<file path="src/rtl/dither_modulator.sv">
// dither_modulator
// Square-wave dither carrier generator. A free-running phase counter and
// half-cycle sign define the carrier; the carrier amplitude slews toward its
// target only on half-cycle boundaries, and the offset-plus-carrier sum is
// saturated to 14-bit signed and registered onto tx_out.
module dither_modulator #(
   parameter int counterMax = 31,
   parameter int rampStep   = 16
) (
   input  logic        master_clk,
   input  logic        reset,
   input  logic        enable,
   input  logic [12:0] amplitudeRegIn,
   input  logic [13:0] offsetRegIn,
   output logic [13:0] tx_out,
   output logic [5:0]  OscCounter,
   output logic        OscSign,
   output logic        cycle_strobe
);

   localparam logic [5:0]  COUNTER_MAX = 6'(counterMax);
   localparam logic [13:0] RAMP_STEP   = 14'(rampStep);

   // Moves cur toward tgt by at most RAMP_STEP, landing exactly on tgt when close.
   function automatic logic [12:0] ramp_toward(input logic [12:0] cur,
                                               input logic [12:0] tgt);
      logic [13:0] diff;
      logic [12:0] res;
      if (tgt >= cur) begin
         diff = {1'b0, tgt} - {1'b0, cur};
         if (diff <= RAMP_STEP) begin
            res = tgt;
         end else begin
            res = cur + RAMP_STEP[12:0];
         end
      end else begin
         diff = {1'b0, cur} - {1'b0, tgt};
         if (diff <= RAMP_STEP) begin
            res = tgt;
         end else begin
            res = cur - RAMP_STEP[12:0];
         end
      end
      return res;
   endfunction

   // Clamps a 15-bit signed sum into the 14-bit signed DAC range.
   function automatic logic [13:0] sat14(input logic signed [14:0] sum);
      logic [13:0] res;
      if (sum > 15'sd8191) begin
         res = 14'h1FFF;
      end else if (sum < -15'sd8192) begin
         res = 14'h2000;
      end else begin
         res = sum[13:0];
      end
      return res;
   endfunction

   logic [5:0]         osc_counter_r;
   logic               osc_sign_r;
   logic               cycle_strobe_r;
   logic [12:0]        active_amp_r;
   logic [13:0]        tx_out_r;

   logic               wrap_s;
   logic [5:0]         counter_next_s;
   logic [12:0]        target_s;
   logic [12:0]        amp_next_s;
   logic signed [14:0] amp_ext_s;
   logic signed [14:0] offset_ext_s;
   logic signed [14:0] carrier_s;
   logic signed [14:0] sum_s;
   logic [13:0]        tx_next_s;

   // Phase counter wrap detection and next count.
   always_comb begin
      wrap_s         = 1'b0;
      counter_next_s = 6'd0;
      if (osc_counter_r == COUNTER_MAX) begin
         wrap_s         = 1'b1;
         counter_next_s = 6'd0;
      end else begin
         wrap_s         = 1'b0;
         counter_next_s = osc_counter_r + 6'd1;
      end
   end

   // Ramp target selection and the slewed amplitude for the next half-cycle.
   always_comb begin
      target_s = 13'd0;
      if (enable) begin
         target_s = amplitudeRegIn;
      end else begin
         target_s = 13'd0;
      end
      amp_next_s = ramp_toward(active_amp_r, target_s);
   end

   // Signed carrier (+amp on positive half, -amp on negative half) plus offset, saturated.
   always_comb begin
      amp_ext_s    = $signed({2'b00, active_amp_r});
      offset_ext_s = $signed({offsetRegIn[13], offsetRegIn});
      carrier_s    = 15'sd0;
      if (osc_sign_r) begin
         carrier_s = -amp_ext_s;
      end else begin
         carrier_s = amp_ext_s;
      end
      sum_s     = offset_ext_s + carrier_s;
      tx_next_s = sat14(sum_s);
   end

   // Free-running phase counter, half-cycle sign and full-period strobe.
   always_ff @(posedge master_clk or posedge reset) begin
      if (reset) begin
         osc_counter_r  <= 6'd0;
         osc_sign_r     <= 1'b0;
         cycle_strobe_r <= 1'b0;
      end else begin
         osc_counter_r  <= counter_next_s;
         // strobe marks the period start: a wrap that returns the sign to positive
         cycle_strobe_r <= wrap_s & osc_sign_r;
         if (wrap_s) begin
            osc_sign_r <= ~osc_sign_r;
         end else begin
            osc_sign_r <= osc_sign_r;
         end
      end
   end

   // Amplitude only changes on a sign toggle so each half-cycle is flat.
   always_ff @(posedge master_clk or posedge reset) begin
      if (reset) begin
         active_amp_r <= 13'd0;
      end else if (wrap_s) begin
         active_amp_r <= amp_next_s;
      end else begin
         active_amp_r <= active_amp_r;
      end
   end

   // Registered DAC word, one clock behind the sign/amplitude it reflects.
   always_ff @(posedge master_clk or posedge reset) begin
      if (reset) begin
         tx_out_r <= 14'd0;
      end else begin
         tx_out_r <= tx_next_s;
      end
   end

   assign tx_out       = tx_out_r;
   assign OscCounter   = osc_counter_r;
   assign OscSign      = osc_sign_r;
   assign cycle_strobe = cycle_strobe_r;

endmodule
</file>
<file path="config.mk">
export PLATFORM = sky130hd
export DESIGN_NAME = dither_modulator
export DESIGN_NICKNAME = d
export VERILOG_FILES = /design/src/rtl/dither_modulator.sv
export SDC_FILE = /design/constraint.sdc
export NUM_CORES = 1
export LEC_CHECK = 0
export CORE_MARGIN = 2
export CORE_UTILIZATION = 53
export CTS_BUF_LIST = sky130_fd_sc_hd__clkbuf_8
export CTS_CLUSTER_SIZE = 24
export DETAILED_ROUTE_END_ITERATION = 6
export MAX_ROUTING_LAYER = met4
export PLACE_DENSITY = 0.8
export SLEW_MARGIN = 25
export SYNTH_ARGS = -nofsm -noshare
export SYNTH_HDL_FRONTEND = slang
export SYNTH_SLANG_ARGS = --single-unit
</file>
<file path="constraint.sdc">
create_clock -name master_clk -period 3.35 [get_ports master_clk]
set_input_delay 0.67 -clock master_clk [delete_from_list [all_inputs] [get_ports master_clk]]
set_output_delay 0.67 -clock master_clk [all_outputs]
set_load 0.03 [all_outputs]
</file>
==> impl_metrics.yaml <==
yosys:
  synthDistinctLibCells: 72
  synth_fp_nets: 560
  yosys.area.top_type: "dfrtp_1"
  synth_top_cell_area_share: 0.220
  ys_seq_elements: 35
  synth_seq_area_share: 0.220
  syn-instance-count: 481
  synth_area_um2: 3980
  async_flop_share: 1.00
  synthFlopType: "dfrtp_1"
  synth_edf_count: 0
  syn_avg_cell_area_um2: 8.28
  yosys-top-cells-area: "dfrtp_1, ha_1, xnor2_1, nand2_1, a21oi_1"
  yosys_warnings: 0
cts:
  cts_root_buf: "clkbuf_8"
  clock-sinks: 35
  clockBufferDepth: 2
  cts_tree: "done"
  cts_htree_levels: 2
  path_clk_slew_ns: 0.07
  cts_buffers: 5
  clock_latency_ns: 0.29
sta:
  setup_viol: 27
  max_freq_mhz: 271
  rsz0062_at_grt: "true"
  fin_skew_ns: 0.00605
  worst_slack_ns: -0.333
  period_needed_ns: 3.68
  fin_tns_setup_ns: -6.48
  fin_crit_sh: 1.10
  worst_pin_slew_ns: 0.563
  slew_viol_final: 0
  relSlewSlack: 0.624
  finalHoldViolCount: 0
floorplan:
  top_level_ports: 52
  core_area_um2: 7250
  start_util: 0.549
  rows: 31
  die_x_um: 90.7
  die_area_um2: 8220
  die_y_um: 90.7
power_and_ir_drop:
  leakage_nw: 2.97
  p_total_mw: 1.32
  p_per_area_nw_per_um2: 208
  vdd_ir_drop_max_mv: 0.239
final_layout:
  nFillCells: 314
  seqCellArea_um2: 876
  mostFrequentLayoutCells: "buf_4, clkdlybuf4s50_1, dfrtp_1, nand2_1, ha_1"
  layout_commonest_cell: "buf_4"
  final_area_um2: 6370
  final_util: 0.878
  fin_cells: 777
  syn2layout_area_growth_pct: 59.9
  antenna_cells: 0
  multiInputGateArea_um2: 3420
  drive_gt1_frac: 0.416
  nets: 758
global_route:
  grt.overflow.total: 0
  grt_max_degree: 36
  grt_usage: 0.379
  first_global_vias: 4954
  grt_pass1_wl_mm: 24.5
  antenna_found_initial: 0
placement:
  placed_cell_area_um2: 5630
  gp_congestion: 0.916
  dp_cells: 746
  post-dp-hpwl_mm: 9.99
  io_buffers: 51
outcome:
  violations: "design-rule violations, negative setup slack"
  status: "finished with violations"
route:
  wl_per_cell_um: 22.7
  wl_mm: 17.6
  ant_nets: 0
  vias: 5196
  viasPerCell: 6.69
  drc: 1
  firstDrtPassIters: 7
  drt_iter0_markers: 726
flow_run:
  cap_violations: 0
worst_setup_path:
  crit_required_ns: 3.56
  end_kind: "register"
  worstSetupStartpointType: "primary input"
  critical_path_arrival_ns: 3.89
  path_class: "in2reg"
  cp_max_fo: 7
min_path:
  hold_path_class: "reg2reg"
-- power by group --
group / internal, mW / switching (mW) / total (mW)
Combinational: 0.278 / 0.290 / 0.568
Sequential: 0.448 / 0.00792 / 0.456
Clock: 0.136 / 0.162 / 0.298
Total: 0.861 / 0.460 / 1.32
-- cells in the mapped netlist, types with 5 or more instances --
library cell  number
dfrtp_1           35
inv_1             36
nand3_1           15
a31oi_1           10
xnor2_1           30
nand4_1            5
clkbuf_1          12
o211ai_1           5
o211a_1            5
ha_1              48
a21o_1            13
nor2_1            30
o31ai_1            5
nor3_1            17
a21oi_1           29
maj3_1            13
xor2_1            12
nand2_1           47
and2_1             5
a211oi_1           5
o21ai_0           13
-- repair_timing --
item | 4_1_cts | 5_1_grt
setup buffers | 14 | 10
cloned | 1 | 0
endpoints found under the setup margin | 27 | 27
resized for setup | 74 | 53
hold buffers | 0 | 0
pin swaps | 16 | 41
-- state kept, by name, indices dropped and copies added, names as in the netlist --
| name | flops |
|---|---|
| OscCounter | 6 |
| tx_out | 14 |
| OscSign | 1 |
| cycle_strobe | 1 |
| active_amp_r | 13 |
-- path summary, 6_finish.rpt --
path | from | to | slack [ns] | cells past startpoint
max in group asynchronous | reset | tx_out[3]$_DFF_PP0_ | 2.20 | 3
min in group asynchronous | reset | OscCounter[1]$_DFF_PP0_ | 0.80 | 3
worst max-delay path | amplitudeRegIn[8] | active_amp_r[4]$_DFFE_PP0N_ | -0.33 | 16
worst max register to register | active_amp_r[3]$_DFFE_PP0P_ | tx_out[7]$_DFF_PP0_ | -0.29 | 17
worst min-delay path | OscCounter[4]$_DFF_PP0_ | OscCounter[4]$_DFF_PP0_ | 0.51 | 1
worst min register to register | OscCounter[4]$_DFF_PP0_ | OscCounter[4]$_DFF_PP0_ | 0.51 | 1
-- area by class of cell --
cell class,count,area share
multi-input combinational,392,0.537
timing repair buffer,208,0.273
sequential,35,0.138
inverter,37,0.0218
tap,99,0.0195
clock buffer,5,0.0108
clock inverter,1,0.000590
-- worst max-delay path: stages --
cell and delay, ns:
clkdlybuf4s50_1 0.49, nand2_1 0.10, inv_2 0.11, ha_4 0.24
buf_4 0.15, buf_4 0.16, nor3_1 0.25, a32oi_1 0.16
o211ai_1 0.13, nand4_1 0.24, nor4_4 0.37, buf_4 0.22
a21o_4 0.16, buf_6 0.13, a21oi_1 0.09, o21ai_1 0.21
-- kinds of logic (layout without fill, tap and decap cells) --
group / count (synthesis) / in the layout / share of synthesized area
compound gates: 128 / 128 / 0.234
xor+xnor: 42 / 42 / 0.0924
fa+ha+maj: 62 / 62 / 0.189
buf+inv: 54 / 251 / 0.0522
flops: 35 / 35 / 0.220
mux: 6 / 6 / 0.0157
simple gates: 154 / 154 / 0.197
-- per-layer routing --
| metal | wire length, um | vias to the layer above | global-route usage |
|---|---|---|---|
| li1 | - | 2133 | - |
| met5 | 0 | - | - |
| met4 | 1340 | 0 | 0.174 |
| met3 | 1950 | 169 | 0.0551 |
| met1 | 6010 | 2422 | 0.432 |
| met2 | 8330 | 472 | 0.656 |
-- through the flow --
stage,hold slack (ns),setup slack (ns)
6_report,0.511,-0.333
2_1_floorplan,0.550,-0.0955
3_3_place_gp,0.492,-0.556
4_1_cts,0.516,-0.0508
3_5_place_dp,0.504,-0.734
5_1_grt,0.538,-0.401
Power figures use the tool's default switching activity.
